===== src/rtl/wb_mem_bridge.sv =====
// wb_mem_bridge: Wishbone slave borrowing the uP16 RAM port via a CPU hold handshake.
module wb_mem_bridge #(
  parameter logic [31:0] BASE_ADDR = 32'h3000_0000,
  parameter int          SRAM_LAT  = 1
) (
  input  logic        wb_clk_i,
  input  logic        wb_rst_i,
  input  logic        wbs_stb_i,
  input  logic        wbs_cyc_i,
  input  logic        wbs_we_i,
  input  logic [3:0]  wbs_sel_i,
  input  logic [31:0] wbs_dat_i,
  input  logic [31:0] wbs_adr_i,
  output logic        wbs_ack_o,
  output logic [31:0] wbs_dat_o,
  output logic        cpu_hold_o,
  input  logic        cpu_hold_ack_i,
  output logic        br_active_o,
  output logic        br_en_o,
  output logic        br_rw_o,
  output logic [11:0] br_addr_o,
  output logic [15:0] br_data_o,
  input  logic [15:0] br_data_i
);
  typedef enum logic [2:0] {IDLE, HOLD, READ, WRITE, ACK} state_t;
  state_t      state, state_n;
  logic [11:0] addr;
  logic        we;
  logic [1:0]  sel;
  logic [15:0] dat, dat_n, cap, cap_n;
  logic [1:0]  cnt;
  logic        hit, last, mem_n;
  logic        unused;
  assign unused = ^{wbs_sel_i[3:2], wbs_dat_i[31:16], wbs_adr_i[11], wbs_adr_i[1:0]};
  assign hit  = wbs_stb_i & wbs_cyc_i & (wbs_adr_i[31:14] == BASE_ADDR[31:14]);
  assign last = cnt == 2'(SRAM_LAT);
  assign mem_n = state_n == READ || state_n == WRITE;
  always_comb begin
    state_n = state;
    dat_n   = dat;
    cap_n   = cap;
    case (state)
      IDLE: if (hit) begin
        state_n = wbs_sel_i[1:0] == 2'b00 ? ACK : HOLD;
        dat_n   = wbs_dat_i[15:0];
        cap_n   = '0;
      end
      HOLD: state_n = !wbs_cyc_i ? IDLE : !cpu_hold_ack_i ? HOLD : (we && sel == 2'b11) ? WRITE : READ;
      READ: if (!wbs_cyc_i) state_n = IDLE;
        else if (last) begin
          state_n = we ? WRITE : ACK;
          cap_n   = br_data_i;
          dat_n   = {sel[1] ? dat[15:8] : br_data_i[15:8], sel[0] ? dat[7:0] : br_data_i[7:0]};
        end
      WRITE: state_n = wbs_cyc_i ? ACK : IDLE;
      default: state_n = IDLE;
    endcase
  end
  // outputs are registered from the next state so they line up with it
  always_ff @(posedge wb_clk_i or posedge wb_rst_i) begin
    if (wb_rst_i) begin
      state       <= IDLE;
      addr        <= '0;
      we          <= 1'b0;
      sel         <= '0;
      dat         <= '0;
      cap         <= '0;
      cnt         <= '0;
      wbs_ack_o   <= 1'b0;
      wbs_dat_o   <= '0;
      cpu_hold_o  <= 1'b0;
      br_active_o <= 1'b0;
      br_en_o     <= 1'b0;
      br_rw_o     <= 1'b0;
      br_addr_o   <= '0;
      br_data_o   <= '0;
    end else begin
      state <= state_n;
      dat   <= dat_n;
      cap   <= cap_n;
      cnt   <= state == READ ? cnt + 2'd1 : 2'd0;
      if (state == IDLE && hit) begin
        addr <= {wbs_adr_i[13:12], 1'b0, wbs_adr_i[10:2]};
        we   <= wbs_we_i;
        sel  <= wbs_sel_i[1:0];
      end
      wbs_ack_o   <= state_n == ACK;
      wbs_dat_o   <= (state_n == ACK && !we) ? {16'h0, cap_n} : '0;
      cpu_hold_o  <= state_n != IDLE;
      br_active_o <= mem_n;
      br_en_o     <= mem_n;
      br_rw_o     <= state_n == WRITE;
      br_addr_o   <= mem_n ? addr : '0;
      br_data_o   <= state_n == WRITE ? dat_n : '0;
    end
  end
endmodule


===== config.mk =====
export PLATFORM = sky130hd
export DESIGN_NAME = wb_mem_bridge
export DESIGN_NICKNAME = d
export VERILOG_FILES = /design/src/rtl/wb_mem_bridge.sv
export SDC_FILE = /design/constraint.sdc
export NUM_CORES = 1
export LEC_CHECK = 0
export BUFFER_PORTS_ARGS = -buffer_cell sky130_fd_sc_hd__buf_4
export CAP_MARGIN = 20
export CORE_MARGIN = 2
export CORE_UTILIZATION = 30
export CTS_CLUSTER_SIZE = 24
export DETAILED_ROUTE_END_ITERATION = 6
export GPL_TIMING_DRIVEN = 0
export PLACE_DENSITY = 0.56
export REMOVE_ABC_BUFFERS = 1
export SYNTH_ARGS = -nofsm -noshare
export SYNTH_HDL_FRONTEND = slang
export SYNTH_SLANG_ARGS = --single-unit

===== constraint.sdc =====
create_clock -name wb_clk_i -period 7.41 [get_ports wb_clk_i]
set_input_delay 0.3705 -clock wb_clk_i [delete_from_list [all_inputs] [get_ports wb_clk_i]]
set_output_delay 0.3705 -clock wb_clk_i [all_outputs]
set_load 0.03 [all_outputs]

Yosys cells after proc, flatten, opt, wreduce, memory -nomap -nowiden
Index checks and enable logic that the tools add are counted.
{"block": "word_totals", "reg_bits": 99, "input_bits": 90, "out_inout_bits": 65}
{"block": "classes", "add_sub_neg": 1, "n_eq_ne": 9, "n_mux": 24, "bitwise_logic": 2, "n_reduce_logical": 8}
{"operator": "$mux 16", "count": 8}
{"operator": "$pmux 16 s2", "count": 2}
{"operator": "$eq 18x16->1 const B", "count": 1}
{"operator": "$mux 3", "count": 6}
{"operator": "$mux 8", "count": 2}
{"operator": "$eq 3x2->1 const B", "count": 4}
{"operator": "$mux 12", "count": 1}
{"operator": "$pmux 3 s4", "count": 1}
{"operator": "$mux 2", "count": 3}
{"operator": "$eq 3x1->1 const B", "count": 1}
{"operator": "$eq 3x3->1 const B", "count": 1}
{"operator": "$logic_and 1x1->1", "count": 3}
{"operator": "$logic_not 3->1", "count": 1}
{"operator": "$reduce_bool 3->1", "count": 1}
{"operator": "$add 2x1->2 const B", "count": 1}
{"operator": "$and 1x1->1", "count": 2}
{"operator": "$eq 2x1->1 const B", "count": 1}
{"operator": "$eq 2x2->1 const B", "count": 1}
{"operator": "$logic_not 2->1", "count": 1}
{"operator": "$logic_not 1->1", "count": 1}
{"operator": "$logic_or 1x1->1", "count": 1}
{"operator": "$mux 1", "count": 1}

Longest topological paths before layout
{"block": "depth", "ltp_word": 9, "mapped_depth": 9, "depth_no_buf": 7}

Worst setup path after synthesis
Ideal clock, no wire load.
{"block": "synth_path", "path_kind": "input port to flip-flop", "start": "in wbs_adr_i[23]", "end": "reg addr[0]", "setup_ns": 0.127, "arrival_ns": 1.977, "slack_ns": 5.305, "path_stages": 7, "n_path_buf": 3, "cell_sequence": "or4_4 > nor3_2 > and3_1 > buf_4 > buf_6 > buf_6 > mux2_1"}
{"block": "synth_between", "elab_chain_cells": 3}
{"item": "start: declaration", "line_no": "13", "source": "input logic [31:0] wbs_adr_i,"}
{"item": "$eq 18x16->1", "line_no": "35", "source": "assign hit = wbs_stb_i & wbs_cyc_i & (wbs_adr_i[31:14] == BASE_ADDR[31:14]);"}
{"item": "$and 1x1->1", "line_no": "35"}
{"item": "$logic_and 1x1->1", "line_no": "82", "source": "if (state == IDLE && hit) begin"}
{"item": "end signal: assignment", "line_no": "83", "source": "addr <= {wbs_adr_i[13:12], 1'b0, wbs_adr_i[10:2]};"}
{"item": "end: declaration", "line_no": "27", "source": "logic [11:0] addr;"}
No other way between the ends.
A chain may end at the register's enable or synchronous reset.

Worst setup path in the final report
{"block": "layout_path", "start": "reg state[1]", "end": "reg br_data_o[15]"}
{"block": "layout_between", "elab_chain_cells": 5, "elab_cells_between_ends": 11, "cone_classes": "eq/ne (4); mux (6); reduce/logical (1)"}
{"item": "start: declaration", "line_no": "26", "source": "state_t state, state_n;"}
{"item": "start signal: assignment", "line_no": "78", "source": "state <= state_n;"}
{"item": "$mux 3", "line_no": "50", "source": "else if (last) begin"}
{"item": "$mux 3", "line_no": "49", "source": "READ: if (!wbs_cyc_i) state_n = IDLE;"}
{"item": "$pmux 3 s4", "line_no": "42", "source": "case (state)"}
{"item": "$eq 3x2->1", "line_no": "94", "source": "br_data_o <= state_n == WRITE ? dat_n : '0;"}
{"item": "$mux 16 (*)", "line_no": "94"}
{"item": "end signal: assignment", "line_no": "94"}
{"item": "end: declaration", "line_no": "22", "source": "output logic [15:0] br_data_o,"}
Every way passes the cells marked *; elsewhere a longest branch is shown, timed or not.

==> summary.txt <==
# rows = 42
Leak = 2.62 nW
fmax = 0.319 GHz
first-pass GRT wire length = 15.8 mm
CTS Buf Count = 9
register area share after synthesis = 60.6%
crit path max fanout = 24
initial antenna violation count = 0
fill count = 1286
share of layout cells above drive strength 1 = 35.0%
Top Ports = 155
Clk pin slew, worst setup/hold paths = 70 ps
FF-to-FF path depth = 5
Netlist cell types = 41
Critical Path Sink Type = flop
GRT Total Usage = 14.3%
Final min period = 3140 ps
drt total wl = 10.1 mm
Final Max Slew Viols = 0
DIE AREA = 14400 µm²
worst min path class = primary input to async pin
final net count = 515
Syn Std Cell Area = 4050 µm²
PnR worst setup slack = 4270 ps
vias in the first global route = 2922
input/output buffers = 116
Final period util = 42.3%
clk_lat worst skew = 340 ps
setup TNS = 0 ps
die width = 120 µm
vias = 2804
pin count of the biggest net entering global routing = 71
RSZ-0062 raised after global routing = false
Synth warnings = 0
synthesized flop and latch total = 98
Slew headroom = 28.6%
dpl ws = 4220 ps
Hold Vio Cnt, Final = 0
Clock Path Buffers = 2
final cell count without fillers = 604
Final Setup Violations = 0
post-CTS setup buffer count = 0
clock skew = 9.83 ps
grt total ovfl = 0
Worst EP arrival = 3310 ps
Die H = 120 µm
worst hold margin = 29.1 ps
Core Region = 13200 µm²
Sink Count = 98
max-cap check violation count = 0
commonest non-fill, non-tap cells in the layout = buf_4 (116), dfrtp_1 (98), nor2_1 (19), nor2b_1 (19)
Root Buffer = clkbuf_16
Avg Inst Size Synth = 12.7 µm²
Mapped Cells = 318
Post-DP HPWL = 6.62 mm
CTS tree = done
drt first pass iters = 4
critical path class = flop to flop
per-cell routed wire length = 16.7 µm
post-route ant nets = 0
Power Total = 1.07 mW
Least-Margin Pin Slew = 1070 ps
Iteration-0 DRC Markers = 119
cts repair resizes = 0
Pwr Density = 203 nW/µm²
Placer Congestion = 0.719
Startpoint Class = flop
commonest non-fill, non-tap cell in the layout = buf_4
CP Data Required Time = 7590 ps
Inst Count DP = 589
maximum vdd ir drop = 0.0923 mV
Post-CTS Hold Fix Bufs = 0
Initial Util = 30.7%
Area Overhead vs Synth = 29.9%
via/cell ratio = 4.64
status = finished clean
H-tree level count = 3
DRC violation count after routing = 0
Ant. Diodes = 0
## state kept, by name, indices dropped and copies added (netlist names)
| name | cells |
|---|---|
| br_data_o | 16 |
| cap | 16 |
| dat | 16 |
| wbs_dat_o | 16 |
| addr | 11 |
| br_addr_o | 11 |
| state | 3 |
| cnt | 2 |
| sel | 2 |
| br_en_o | 1 |
| br_rw_o | 1 |
| cpu_hold_o | 1 |
| wbs_ack_o | 1 |
| we | 1 |
## synth_stat cells, drive strengths merged
| library cell | count | area (µm²) |
|---|---|---|
| o31ai | 17 | 128 |
| a221o | 16 | 160 |
| o2111a | 1 | 11.3 |
| nand2 | 4 | 15.0 |
| inv | 5 | 18.8 |
| a32o | 1 | 10.0 |
| or4 | 2 | 18.8 |
| buf | 35 | 268 |
| ha | 1 | 12.5 |
| nor2 | 20 | 82.6 |
| nor3 | 19 | 110 |
| nand3 | 1 | 5.00 |
| clkbuf | 4 | 15.0 |
| nand2b | 1 | 6.26 |
| and2 | 13 | 81.3 |
| o2bb2ai | 1 | 8.76 |
| o211a | 1 | 10.0 |
| mux2i | 15 | 150 |
| or3b | 1 | 8.76 |
| a31o | 2 | 17.5 |
| conb | 1 | 3.75 |
| or2b | 1 | 7.51 |
| a21oi | 16 | 80.1 |
| nor4 | 1 | 6.26 |
| and3 | 1 | 6.26 |
| nor2b | 20 | 133 |
| dfrtp | 98 | 2450 |
| mux2 | 14 | 158 |
| o21ai | 1 | 8.76 |
| and4 | 1 | 8.76 |
| or2 | 1 | 6.26 |
| nor4b | 3 | 41.3 |
## path summary, 6_finish.rpt
check | from | slack [ps] | to
setup / recovery | state[1]$_DFF_PP0_ | 4270 | br_data_o[15]$_DFF_PP0_
hold / removal | wb_rst_i | 30 | br_addr_o[0]$_DFF_PP0_
setup reg to reg | state[1]$_DFF_PP0_ | 4270 | br_data_o[15]$_DFF_PP0_
hold reg to reg | cnt[0]$_DFF_PP0_ | 430 | cnt[0]$_DFF_PP0_
max in group asynchronous | wb_rst_i | 6700 | wbs_dat_o[15]$_DFF_PP0_
min in group wb_clk_i | wbs_adr_i[2] | 240 | addr[0]$_DFFE_PP0P_
## layout make-up
type / instances / area (µm²) / area share [%]
flip-flops and latches: 98 / 2450 / 46.6
well taps: 176 / 220 / 4.19
multi-input cells: 192 / 1360 / 25.8
clock buffers: 9 / 225 / 4.28
inverters: 5 / 21.3 / 0.404
repair buffers: 118 / 918 / 17.5
clock inverters: 6 / 67.6 / 1.28
## cells by family (layout without fill, tap and decap cells)
kind of cell    after synthesis  in the layout  share of synthesized area [%]
mux                          29             29                           7.60
other cells                   1             17                         0.0926
flops                        98             98                           60.6
buf+inv                      44            138                           7.45
fa+ha+maj                     1              1                          0.309
simple gates                 89             89                           13.3
compound gates               56             56                           10.7
## layer usage
| layer | global-route usage, % | vias up | share of wire [%] |
|---|---|---|---|
| met5 | 0 | - | 0 |
| met4 | 5.66 | 0 | 2.0 |
| met3 | 3.30 | 12 | 5.1 |
| met1 | 18.5 | 1412 | 43 |
| li1 | - | 1297 | - |
| met2 | 23.4 | 83 | 50 |
## stage by stage
step | util [%] | cell area, µm²
6_report | 39.9 | 5260
5_1_grt | 39.9 | 5260
4_1_cts | 39.9 | 5260
3_5_place_dp | 37.7 | 4970
3_3_place_gp | 37.3 | 4920
2_1_floorplan | - | 3830
## worst max-delay path, cell delays in order, from the launching register on
cell and delay, ps:
dfrtp_1 420, or3b_1 890, nor2_4 350, a32o_1 350, o21ai_2 810, nor2b_1 130
## power by group
| group | internal (mW) | switching, mW | leakage, nW | total, mW |
|---|---|---|---|---|
| logic | 0.0288 | 0.0341 | 1.12 | 0.0629 |
| clock network | 0.261 | 0.204 | 0.138 | 0.465 |
| registers | 0.538 | 0.000875 | 1.36 | 0.539 |
| total | 0.828 | 0.239 | 2.62 | 1.07 |
(Power assumes the default switching activity.)
